### src/rtl/mem_datos_arbiter.sv
// Data-memory port arbiter between the MEM stage (CPU, priority) and the debug unit (DBG).
// DBG gets a forced one-cycle slot, stalling the CPU, once it has been blocked STARVE_LIMIT cycles.
module mem_datos_arbiter #(
  parameter int DATA_WIDTH   = 32,
  parameter int MEM_DEPTH    = 32,
  parameter int STARVE_LIMIT = 4,
  parameter int CNT_WIDTH    = 3
) (
  input  logic                  i_clock,
  input  logic                  i_reset_n,
  // CPU / MEM stage
  input  logic                  i_cpu_memread,
  input  logic                  i_cpu_memwrite,
  input  logic [DATA_WIDTH-1:0] i_cpu_address,
  input  logic [DATA_WIDTH-1:0] i_cpu_datawrite,
  input  logic                  i_cpu_signed,
  input  logic [1:0]            i_cpu_size,
  output logic [DATA_WIDTH-1:0] o_cpu_dataread,
  output logic                  o_cpu_stall,
  // debug unit
  input  logic                  i_dbg_valid,
  input  logic                  i_dbg_we,
  input  logic [DATA_WIDTH-1:0] i_dbg_address,
  input  logic [DATA_WIDTH-1:0] i_dbg_datawrite,
  input  logic [1:0]            i_dbg_size,
  output logic                  o_dbg_ready,
  output logic                  o_dbg_rvalid,
  output logic [DATA_WIDTH-1:0] o_dbg_rdata,
  output logic                  o_dbg_err,
  input  logic                  i_dbg_rready,
  // data memory
  output logic [DATA_WIDTH-1:0] o_mem_address,
  output logic [DATA_WIDTH-1:0] o_mem_datawrite,
  output logic                  o_mem_memread,
  output logic                  o_mem_memwrite,
  output logic                  o_mem_signed,
  output logic [1:0]            o_mem_size,
  input  logic [DATA_WIDTH-1:0] i_mem_dataread
);

  localparam logic [CNT_WIDTH-1:0]  LIMIT   = CNT_WIDTH'(STARVE_LIMIT);
  localparam logic [DATA_WIDTH-1:0] DEPTH_W = DATA_WIDTH'(MEM_DEPTH);

  typedef enum logic {
    ST_IDLE,
    ST_RESP
  } state_t;

  state_t                  state_q, state_d;
  logic [CNT_WIDTH-1:0]    cnt_q, cnt_d;
  logic                    rvalid_q, rvalid_d;
  logic [DATA_WIDTH-1:0]   rdata_q, rdata_d;
  logic                    err_q, err_d;

  logic cpu_req;
  logic dbg_oob;
  logic grant;

  assign cpu_req = i_cpu_memread | i_cpu_memwrite;
  assign dbg_oob = (i_dbg_address >= DEPTH_W);
  assign grant   = (state_q == ST_IDLE) & i_dbg_valid & (~cpu_req | (cnt_q == LIMIT));

  // Memory port mux: the CPU owns the port unless DBG is granted this cycle.
  always_comb begin
    o_mem_address   = i_cpu_address;
    o_mem_datawrite = i_cpu_datawrite;
    o_mem_memread   = i_cpu_memread;
    o_mem_memwrite  = i_cpu_memwrite;
    o_mem_signed    = i_cpu_signed;
    o_mem_size      = i_cpu_size;
    o_cpu_stall     = 1'b0;
    o_dbg_ready     = 1'b0;
    if (grant) begin
      o_mem_address   = i_dbg_address;
      o_mem_datawrite = i_dbg_datawrite;
      o_mem_memread   = ~i_dbg_we & ~dbg_oob;
      o_mem_memwrite  = i_dbg_we & ~dbg_oob;
      o_mem_signed    = 1'b0;
      o_mem_size      = i_dbg_size;
      o_cpu_stall     = cpu_req;
      o_dbg_ready     = 1'b1;
    end
  end

  assign o_cpu_dataread = i_mem_dataread;

  always_comb begin
    state_d  = state_q;
    cnt_d    = cnt_q;
    rvalid_d = rvalid_q;
    rdata_d  = rdata_q;
    err_d    = err_q;
    if (state_q == ST_IDLE) begin
      if (grant) begin
        rdata_d  = (~i_dbg_we & ~dbg_oob) ? i_mem_dataread : '0;
        err_d    = dbg_oob;
        rvalid_d = 1'b1;
        cnt_d    = '0;
        state_d  = ST_RESP;
      end else if (i_dbg_valid && cpu_req && (cnt_q < LIMIT)) begin
        cnt_d = cnt_q + 1'b1;
      end
    end else begin
      // Response is held until the debug unit takes it.
      if (i_dbg_rready) begin
        rvalid_d = 1'b0;
        state_d  = ST_IDLE;
      end
    end
  end

  always_ff @(posedge i_clock or negedge i_reset_n) begin
    if (!i_reset_n) begin
      state_q  <= ST_IDLE;
      cnt_q    <= '0;
      rvalid_q <= 1'b0;
      rdata_q  <= '0;
      err_q    <= 1'b0;
    end else begin
      state_q  <= state_d;
      cnt_q    <= cnt_d;
      rvalid_q <= rvalid_d;
      rdata_q  <= rdata_d;
      err_q    <= err_d;
    end
  end

  assign o_dbg_rvalid = rvalid_q;
  assign o_dbg_rdata  = rdata_q;
  assign o_dbg_err    = err_q;

endmodule
### config.mk
export PLATFORM = sky130hd
export DESIGN_NAME = mem_datos_arbiter
export DESIGN_NICKNAME = d
export VERILOG_FILES = /design/src/rtl/mem_datos_arbiter.sv
export SDC_FILE = /design/constraint.sdc
export NUM_CORES = 1
export LEC_CHECK = 0
export CAP_MARGIN = 20
export CORE_AREA = 2 2 121 123
export DETAILED_ROUTE_END_ITERATION = 8
export DIE_AREA = 0 0 123 125
export GPL_TIMING_DRIVEN = 0
export PLACE_DENSITY = 0.69
export SLEW_MARGIN = 20
export SYNTH_ARGS = -nofsm -noshare
export SYNTH_HDL_FRONTEND = slang
export SYNTH_SLANG_ARGS = --single-unit
### constraint.sdc
create_clock -name i_clock -period 2.78 [get_ports i_clock]
set_input_delay 0.695 -clock i_clock [delete_from_list [all_inputs] [get_ports i_clock]]
set_output_delay 0.695 -clock i_clock [all_outputs]
set_load 0.1 [all_outputs]
======== After elaboration in Yosys (flattened, before gate mapping) ========
Index checks and enable logic that the tools add are counted.
Widths: inputs -> output; s select.
storage, ports and cells
  flip-flop bits (word level) ............. 38
  input port bits ......................... 172
  output and inout port bits .............. 137
  logic and storage cells ................. 43
cells by class
  add/subtract/negate cells ............... 1
  $lt $le $gt $ge ......................... 2
  equal/unequal tests ..................... 2
  mux-type cells .......................... 16
  bitwise gates (word level) .............. 10
  reduce and logical (&&, ||, !) cells .... 7
operator list
  cell                 count
  $mux 32              3
  $ge 32x6->1 const B  1
  $mux 1               10
  $mux 3               2
  $reduce_and 2->1     3
  $and 1x1->1          4
  $not 1->1            4
  $reduce_bool 2->1    2
  $add 3x1->3 const B  1
  $eq 3x3->1 const B   1
  $lt 3x3->1 const B   1
  $logic_and 1x1->1    2
  $mux 2               1
  $ne 2x2->1 const B   1
  $or 1x1->1           2

======== Logic depth before layout (Yosys ltp) ========
  depth in word-level cells ............... 6
  gate-level depth with buffers ........... 8
  depth with buffers taken out ............ 7

======== Least setup slack after synthesis ========
No wires, ideal clock.
  path type ............................... input to output
  start point ............................. in i_cpu_memread
  end point ............................... out o_mem_datawrite[21]
  arrival time ............................ 2982 ps
  required time ........................... 2085 ps
  setup slack ............................. -897 ps
  cell stages on the path ................. 6
  buffers on the path ..................... 1
  cell sequence ........................... o2bb2ai_1 nand2_1 inv_2 clkbuf_1 nand2_1 nand2_1
on the way
  word-level cells in the longest chain between the ends .. 5
RTL lines
  item         line  text
  from (decl)  12    input logic i_cpu_memread,
  $or 1x1->1   59    assign cpu_req = i_cpu_memread | i_cpu_memwrite;
  $not 1->1    61    assign grant = (state_q == ST_IDLE) & i_dbg_valid & (~cpu_req | (cnt_q == LIMIT));
  $or 1x1->1   61
  $and 1x1->1  61
  $mux 32      73    if (grant) begin
  to (decl)    33    output logic [DATA_WIDTH-1:0] o_mem_datawrite,
Every way passes these cells.

======== Final worst setup path ========
  start point ............................. in i_dbg_address[5]
  end point ............................... out o_mem_memread
on the way
  word-level cells in the longest chain between the ends .. 4
RTL lines
  item         line  text
  from (decl)  23    input logic [DATA_WIDTH-1:0] i_dbg_address,
  $ge 32x6->1  60    assign dbg_oob = (i_dbg_address >= DEPTH_W);
  $not 1->1    76    o_mem_memread = ~i_dbg_we & ~dbg_oob;
  $and 1x1->1  76
  $mux 1       73
  to (decl)    34    output logic o_mem_memread,
Every way passes these cells.

==> summary.md <==
| Metric | Value |
|---|---|
| Status | finished with violations |
| Failing checks | negative setup slack |
| Routed Antenna Nets | 0 |
| Share of cells above drive strength 1 | a little over two fifths |
| Final worst-path cycle share | 101% |
| Final setup viols | 1 |
| Critical path's top delay family | simple AND/OR/NAND/NOR gates |
| Die Ht | ~130 um |
| Post-Place Worst Slack | -2.14 ns |
| Fmax | about 350 MHz |
| Port buffer count | between 300 and 400 |
| First-pass GRT wire length | roughly 19000 um |
| Crit-path cells | buf_6, or4_4, nor4_4, buf_6, a21o_4, buf_12 |
| Fin crit period | ~2.8 ns |
| Hold-fix buffers, CTS | 0 |
| Mean Syn Cell Area | slightly above 7 um2 |
| GRT Overall Usage | 16.2% |
| Post-synth top area share | between 30 and 40% |
| CTS Buf Count | 5 |
| Post-synth EDFFs | 0 |
| Synth top cells by count | 203 x nand2_1, 38 x dfrtp_1, 32 x buf_4, 27 x a22o_2, 16 x clkbuf_1 |
| Setup crit start kind | input pin |
| Crit path largest cell delay | around 0.57 ns |
| Dominant cells by area after synthesis | dfrtp_1 36%, nand2_1 29%, a22o_2 10%, buf_4 9.2%, clkbuf_1 2.3% |
| Worst Path Buf+Inv | 3 |
| Least-Margin Pin Slew | 1.00 ns |
| Ant. Diodes | 0 |
| Ys flop type | dfrtp_1 |
| Gr ovfl total | 0 |
| Asr flop ratio synth | between 90% and 100% |
| Vias in the first global route | 3688 |
| Final Skew | 0.00625 ns |
| Final Hold Fails | 0 |
| Sequential fraction of the synthesis area | 36.3% |
| Area of placed instances | slightly above 6000 um2 |
| I/O pin count | around 310 |
| DIE AREA | ~15000 um2 |
| CP Data Arrival Time | 2.12 ns |
| Drt drc | 0 |
| Setup WS post-layout | -0.0382 ns |
| Reg-to-reg startpoint | cnt_q[0] |
| Yosys top cell by area | dfrtp_1 |
| Worst slew margin | 33.0% |
| Maximum number of pins on one net before global-route repair | 22 |
| Synth Cell Area | around 2600 um2 |
| Initial Util | between 10% and 20% |
| Pins over their slew limit | 0 |
| Worst min-delay path class | input pin to asynchronous set/reset pin |
| Fillers | 1376 |
| Worst VDD drop | 0.243 mV |
| GP Congestion | 0.804 |
| Clk root buf | clkbuf_16 |
| Leak pwr | between 3 and 4 nW |
| Cells after Synth | between 300 and 400 |
| Post-route cell area | ~6700 um2 |
| Initial antenna violation count | 1 |
| Netlist cell types | 29 |
| R2R cell count | 8 |
| CTS max path bufs | 2 |
| Post-Syn Nets | 538 |
| H-tree level count | 2 |
| CP Capture Type | output port |
| Setup slack, reg-to-reg | 0.89 ns |
| Routed WL | 13100 um |
| CP required | between 2 and 2.5 ns |
| Max FO, Critical Path | 2 |
| Routed WL per cell | about 15 um |
| Reg-to-Reg End | o_dbg_rdata[8] |
| Crit-path most repeated cell | buf_6 |
| DRT Pass-1 Iters | 4 |
| Die W | between 100 and 150 um |
| Count leader, synth | nand2_1 |
| CTS tree | built |
| Skew-Pair Late Insertion Delay | between 0.2 and 0.3 ns |
| Via/cell ratio | between 4 and 5 |
| Hpwl dp | between 10000 and 15000 um |
| Num Clock Sinks | 38 |
| Area growth syn-to-layout | 156% |
| Initial DRC Count | 79 |
| Power Density | 640 nW/um2 |
| Via count | between 3000 and 4000 |
| Core Box Area | approximately 14000 um2 |
| Yosys reg bits | 38 |
| Design Power | roughly 4.3 mW |
| # rows | 44 |
| Final #Nets | 859 |
| Slowest-stage cell, CP | or4_4 |
| Warnings, synthesis | 0 |
| Max cap viols | 0 |
| WS Path Type | input pin to output port |
| RSZ-0062 raised after global routing | true |
| Clock-pin slew on the worst setup and hold paths | roughly 0.060 ns |
-- state kept, by name, indices dropped and copies added (netlist names) --
signal	count
cnt_q	3
o_dbg_err	1
o_dbg_rdata	32
o_dbg_rvalid	1
state_q	1
-- where the power goes --
group          leakage (nW)  switching, mW  total, mW  internal, mW
registers             0.521         0.0324      0.624         0.591
clock network        0.0940          0.232      0.747         0.516
logic                  2.54           2.06       2.92         0.856
-- routing by layer --
layer	up-vias	routed length, um	track usage (%)
li1	1787	-	-
met1	1606	5080	18.6
met2	171	6530	29.1
met3	11	1360	4.84
met4	2	142	3.74
met5	-	13	0
-- what timing repair did --
| action | in CTS | in global routing |
|---|---|---|
| setup buffers | 5 | 1 |
| pin swaps | 15 | 2 |
| endpoints found under the setup margin | 103 | 72 |
| resized for setup | 712 | 34 |
-- cell usage in the layout, fill, tap and decap left out, drive strengths merged --
master,n
nand3b,1
xnor2,1
nand2b,1
clkbuf,20
bufinv,2
clkdlybuf4s15,37
a22o,32
nand4,1
nand2,203
o21ai,2
buf,130
o2bb2ai,1
nor3,3
dlygate4sd2,11
inv,4
ha,2
clkinv,1
a21o,1
nand3,1
or4,1
nor4,5
and2,3
clkdlybuf4s50,174
a31o,1
a21oi,1
dfrtp,38
mux2i,1
nor2,7
nor2b,1
-- metrics by stage --
stage / cells / util (%) / hold slack (ns) / TNS (ns)
CTS: 870 / 46.6 / 0.406 / -0.0695
global placement: 856 / 43.0 / 0.465 / -148.00
floorplan: 364 / - / 0.399 / 0
detailed placement: 857 / 43.1 / 0.472 / -148.10
global route: 870 / 47.2 / 0.422 / -0.131
finish: 870 / 47.2 / 0.396 / -0.0382
-- worst reg2reg max path, delay by kind of cell, from the launching register on --
| kind | cells | cell delay (ns) |
|---|---|---|
| AOI/OAI and AO/OA | 2 | 0.28 |
| DFF | 1 | 0.40 |
| and+or+nand+nor | 2 | 0.52 |
| buffers and inverters | 3 | 0.45 |
| adders and majority gates | 1 | 0.19 |
-- cell families after synthesis --
kind of cell | count (synthesis) | share of synthesized area, %
simple gates | 227 | 34.8
buf+inv | 57 | 13.6
compound gates | 38 | 13.6
flops | 38 | 36.3
fa+ha+maj | 2 | 0.956
xor+xnor | 1 | 0.335
mux | 1 | 0.382
-- worst max path at each step --
stage,cells past startpoint,to,start,slack [ns]
floorplan,4,o_mem_signed,i_dbg_valid,0.01
global placement,8,o_mem_address[22],i_cpu_memread,-2.12
detailed placement,8,o_mem_address[22],i_cpu_memread,-2.14
CTS,6,o_mem_memread,i_dbg_address[5],-0.07
global route,7,o_mem_memread,i_dbg_address[9],-0.11
finish,6,o_mem_memread,i_dbg_address[5],-0.04
-- cell type report --
type | count | area [um2] | area share, %
inverters | 4 | 20.0 | 0.299
multi-input cells | 269 | 1590 | 23.7
clock inverters | 3 | 68.8 | 1.03
repair buffers | 315 | 3300 | 49.3
well taps | 184 | 230 | 3.44
clock buffers | 5 | 125 | 1.87
plain buffers | 52 | 412 | 6.14
flip-flops and latches | 38 | 951 | 14.2
Note: power is estimated with default switching activity, not from simulation.
